`src/rtl/controlador_fetch.sv`:
```
// Instruction fetch sequencer: owns the PC, reads big-endian instruction memory, buffers words in a FIFO for decode.
// Optional FETCH_PERF_EN adds saturating fetched/stall performance counters.
module controlador_fetch #(
  parameter logic [31:0] RESET_PC  = 32'h0,
  parameter int          MEM_BYTES = 1000,
  parameter int          BUF_DEPTH = 2
) (
  input  logic        clk,
  input  logic        rst,
  output logic [31:0] mem_dir,
  input  logic [31:0] mem_inst,
  input  logic        fetch_en,
  input  logic        redir_valid,
  input  logic [31:0] redir_pc,
  output logic        if_valid,
  input  logic        if_ready,
  output logic [31:0] if_inst,
  output logic [31:0] if_pc,
  output logic        fault,
  output logic [1:0]  fault_code
`ifdef FETCH_PERF_EN
  ,
  output logic [31:0] perf_fetched,
  output logic [31:0] perf_stall
`endif
);

  localparam int PW = $clog2(BUF_DEPTH);
  localparam int CW = PW + 1;
  localparam logic [CW-1:0] DEPTH_C = CW'(BUF_DEPTH);
  localparam logic [31:0]   PC_MAX  = 32'(MEM_BYTES - 4);

  localparam logic [1:0] CODE_NONE      = 2'b00;
  localparam logic [1:0] CODE_MISALIGN  = 2'b01;
  localparam logic [1:0] CODE_OUT_RANGE = 2'b10;

  logic [31:0]   pc;
  logic [PW-1:0] wptr;
  logic [PW-1:0] rptr;
  logic [CW-1:0] count;
  logic [31:0]   buf_inst [BUF_DEPTH];
  logic [31:0]   buf_pc   [BUF_DEPTH];

  logic in_range;
  logic empty;
  logic full;
  logic pop;
  logic fetch_ok;

  assign mem_dir  = pc;
  assign in_range = (pc <= PC_MAX);
  assign empty    = (count == '0);
  assign full     = (count == DEPTH_C);

  // A redirect cycle never transfers, so decode cannot consume an entry that is being flushed.
  assign if_valid = ~empty & ~redir_valid;
  assign pop      = if_valid & if_ready;
  assign fetch_ok = fetch_en & ~fault & ~redir_valid & in_range & (~full | pop);

  assign if_inst = empty ? 32'h0 : buf_inst[rptr];
  assign if_pc   = empty ? 32'h0 : buf_pc[rptr];

  always_ff @(posedge clk) begin
    if (rst) begin
      pc         <= RESET_PC;
      fault      <= 1'b0;
      fault_code <= CODE_NONE;
    end else if (redir_valid) begin
      pc <= redir_pc;
      if (redir_pc[1:0] != 2'b00) begin
        fault      <= 1'b1;
        fault_code <= CODE_MISALIGN;
      end else if (redir_pc > PC_MAX) begin
        fault      <= 1'b1;
        fault_code <= CODE_OUT_RANGE;
      end else begin
        fault      <= 1'b0;
        fault_code <= CODE_NONE;
      end
    end else begin
      if (fetch_ok) begin
        pc <= pc + 32'd4;
      end
      // Only a clean PC can run off the end; an existing fault keeps its original cause.
      if (~fault & ~in_range) begin
        fault      <= 1'b1;
        fault_code <= CODE_OUT_RANGE;
      end
    end
  end

  always_ff @(posedge clk) begin
    if (rst || redir_valid) begin
      wptr  <= '0;
      rptr  <= '0;
      count <= '0;
    end else begin
      if (fetch_ok) begin
        wptr <= wptr + PW'(1);
      end
      if (pop) begin
        rptr <= rptr + PW'(1);
      end
      case ({fetch_ok, pop})
        2'b10:   count <= count + CW'(1);
        2'b01:   count <= count - CW'(1);
        default: count <= count;
      endcase
    end
  end

  always_ff @(posedge clk) begin
    if (fetch_ok) begin
      buf_inst[wptr] <= mem_inst;
      buf_pc[wptr]   <= pc;
    end
  end

`ifdef FETCH_PERF_EN
  logic stall_cond;

  assign stall_cond = fetch_en & ~fault & ~redir_valid & in_range & full & ~pop;

  always_ff @(posedge clk) begin
    if (rst) begin
      perf_fetched <= 32'h0;
      perf_stall   <= 32'h0;
    end else begin
      if (fetch_ok && perf_fetched != 32'hFFFF_FFFF) begin
        perf_fetched <= perf_fetched + 32'd1;
      end
      if (stall_cond && perf_stall != 32'hFFFF_FFFF) begin
        perf_stall <= perf_stall + 32'd1;
      end
    end
  end
`endif

endmodule
```
`config.mk`:
```
export PLATFORM = sky130hd
export DESIGN_NAME = controlador_fetch
export DESIGN_NICKNAME = d
export VERILOG_FILES = /design/src/rtl/controlador_fetch.sv
export SDC_FILE = /design/constraint.sdc
export NUM_CORES = 1
export LEC_CHECK = 0
export ABC_AREA = 1
export CORE_MARGIN = 1.5
export CORE_UTILIZATION = 59
export CTS_BUF_LIST = sky130_fd_sc_hd__clkbuf_16
export DETAILED_ROUTE_END_ITERATION = 10
export DONT_BUFFER_PORTS = 1
export PLACE_DENSITY = 0.75
export SYNTH_ARGS = -nofsm -noshare
export SYNTH_HDL_FRONTEND = slang
export SYNTH_SLANG_ARGS = --single-unit
```
`constraint.sdc`:
```
create_clock -name clk -period 5.5 [get_ports clk]
set_input_delay 0.825 -clock clk [delete_from_list [all_inputs] [get_ports clk]]
set_output_delay 0.825 -clock clk [all_outputs]
set_load 0.02 [all_outputs]
```
==> impl_metrics.yaml <==
run_status:
  status: "completed"
logic_synthesis:
  synth_cells: 626
  synth_edf_count: 128
  yosysUniqueCellTypes: 30
  syn_nets: 698
  yosys_warnings: 0
  synth-main-ff-cell: "edfxtp_1"
  synth_area_mm2: 0.00668
  synth_seq_cells: 168
  async_flop_share: 0
  syn_area_per_cell_um2: 10.7
  yosysSeqAreaShare: 0.695
global_routing:
  antenna_found_initial: 0
  grt_pass1_vias: 4045
  grt-ovfl-total: 0
  grt_max_degree: 66
  grt_pass1_wl_mm: 21.0
  gr-usage-all-layers: 0.237
sta:
  maxSlewHeadroom: 0.235
  tightest_slew_ns: 1.15
  finalMaxSlewViolations: 0
  clock.fmax_ghz: 0.299
  setup_ws_ns: 2.15
  finClkSkew_ns: 0.0110
  setup-tns-final_ns: 0
  rsz0062_at_grt: "no"
  fin_crit_sh: 0.608
  setup_viol: 0
  period_minus_slack_ns: 3.35
  holdWs_ns: 0.469
  hold_viol: 0
power_and_ir_drop:
  p_int_uw: 2020
  power.sequential.fraction: 0.557
  p_per_area_mw_per_mm2: 350
  power_uw: 2560
  peakVddDrop_v: 0.000215
  leakagePower_uw: 0.00263
  sw_frac_of_total: 0.208
  p_clk_frac: 0.424
  power_frac_comb: 0.020
  p_sw_uw: 532
floorplanning:
  core_area_mm2: 0.0109
  pin_count: 169
  rows: 38
  die_w_um: 109
  die_area_mm2: 0.0120
  fp.dieH_um: 109
  initial_core_util: 0.611
flow_run:
  max_cap_violations: 0
worst_hold_path:
  hp-class: "reg2reg"
  hp-start: "rptr"
  min_path_cells: 2
routing:
  vias: 4322
  drt_iter0_drc: 302
  wirelength_mm: 13.9
  drtAntennaViolNets: 0
  post_drt_wl_per_cell_um: 18.0
  drcViolationCount: 0
  firstDrtPassIters: 5
  vias_per_cell: 5.61
worst_setup_path:
  worstSetupStartpointType: "flop"
  crit_arrival_ns: 3.38
  r2r-end: "buf_pc[0][22]"
  r2r-start: "count[1]"
  end_kind: "flop"
  crit_fanout: 65
  crit_required_ns: 5.54
  worst-setup-path-type: "reg2reg"
  worst-r2r-setup-slack_ns: 2.15
  rr_worst_depth: 9
finish:
  final_common_cell: "nand2_1"
  drive_gt1_frac: 0.0825
  n_antenna_cell: 0
  mostFrequentLayoutCells: "nand2_1, edfxtp_1, a21oi_1, nor2_1, dfxtp_1"
  multiInputGateArea_mm2: 0.00182
  nets: 689
  fillers: 820
  syn2layout_area_growth_pct: 9.42
  seq_area_mm2: 0.00465
cts:
  clkTransAtPathRegs_ns: 0.07
  tritoncts: "yes"
  cts_buffers: 17
  holdBufCountCts: 0
  cts_max_level: 4
  post_cts_buffers: 0
  clock-sinks: 168
  clock_latency_ns: 0.42
  root_buffer: "clkbuf_16"
  cts_resized: 0
  clockBufferDepth: 2
placement:
  dp_hpwl_mm: 8.70
  io_buffers: 0
  gp_congestion: 0.799
  place_worst_setup_slack_ns: 2.17
==> layout make-up <==
type | instances | share of cell area
flip-flops and latches | 168 | 0.636
multi-input cells | 405 | 0.249
clock inverters | 13 | 0.0110
inverters | 22 | 0.0120
clock buffers | 19 | 0.0650
repair buffers | 3 | 0.00308
well taps | 140 | 0.0240
==> stage by stage <==
step,util,instance area (µm²),instances
finish,0.668,7310,770
global placement,0.618,6750,738
floorplan,-,6680,626
global route,0.668,7310,770
detailed placement,0.618,6750,738
CTS,0.668,7310,770
==> critical path: stages (launching register included) <==
cell     delay, ns
dfxtp_1       0.34
inv_1         0.07
nand2_1       0.07
inv_2         0.40
nor2_2        0.47
nand2_2       0.16
nand3_1       0.18
nand4_1       0.28
nor2_4        0.28
buf_4         0.61
==> how the worst max path moves through the flow <==
stage                 from               to  slack, ns  cells past startpoint
2_1_floorplan  redir_valid   buf_inst[0][0]       0.70                      6
3_3_place_gp      count[0]  buf_inst[0][20]       2.27                      9
3_5_place_dp      count[1]  buf_inst[1][18]       2.17                      9
4_1_cts           count[1]   buf_inst[1][0]       2.15                      9
5_1_grt           count[1]  buf_inst[1][27]       1.89                      9
6_report          count[1]    buf_pc[0][22]       2.15                      9
==> cells by family after synthesis <==
group | count (synthesis) | share of synthesized area
AOI/OAI and AO/OA | 118 | 0.0908
xor gates and xnor gates | 6 | 0.00787
adders and majority gates | 3 | 0.00562
buffers and inverters | 53 | 0.0341
DFF | 168 | 0.695
and+or+nand+nor | 278 | 0.166
==> power groups by stage <==
stage          combinational, µW  sequential [µW]  clock [µW]
2_1_floorplan               49.7             1440           0
3_3_place_gp                48.6             1450           0
3_5_place_dp                50.3             1450           0
4_1_cts                     50.6             1420        1100
5_1_grt                     60.0             1430        1150
6_report                    50.5             1420        1080
==> state kept, by name, indices dropped and copies added, names as in the netlist, named ones only <==
signal and cells:
mem_dir 32, fault_code 2, rptr 1, count 2
fault 1, wptr 1, buf_inst 64, buf_pc 64
==> layer usage <==
| metal | track usage | up-vias | wire length [µm] |
|---|---|---|---|
| met2 | 0.376 | 165 | 6780 |
| li1 | - | 2116 | - |
| met1 | 0.300 | 2023 | 5580 |
| met5 | 0 | - | 0 |
| met4 | 0.0863 | 0 | 219 |
| met3 | 0.0877 | 18 | 1310 |
==> Yosys cell counts, types with 2 or more instances <==
| cell type | number | share of area |
|---|---|---|
| a211oi_1 | 2 | 0.0022 |
| a21oi_1 | 93 | 0.070 |
| a21oi_2 | 2 | 0.0026 |
| buf_1 | 3 | 0.0017 |
| buf_6 | 3 | 0.0051 |
| clkbuf_1 | 24 | 0.013 |
| dfxtp_1 | 40 | 0.12 |
| edfxtp_1 | 128 | 0.58 |
| ha_1 | 3 | 0.0056 |
| inv_1 | 16 | 0.0090 |
| inv_2 | 5 | 0.0028 |
| nand2_1 | 204 | 0.11 |
| nand2_2 | 3 | 0.0028 |
| nand3_1 | 9 | 0.0067 |
| nand4_1 | 3 | 0.0028 |
| nor2_1 | 45 | 0.025 |
| nor2_2 | 4 | 0.0037 |
| nor3_1 | 2 | 0.0015 |
| nor4_1 | 4 | 0.0037 |
| o21ai_0 | 19 | 0.014 |
| xnor2_1 | 2 | 0.0026 |
| xor2_1 | 4 | 0.0052 |
Note: power is estimated with default switching activity, not from simulation.
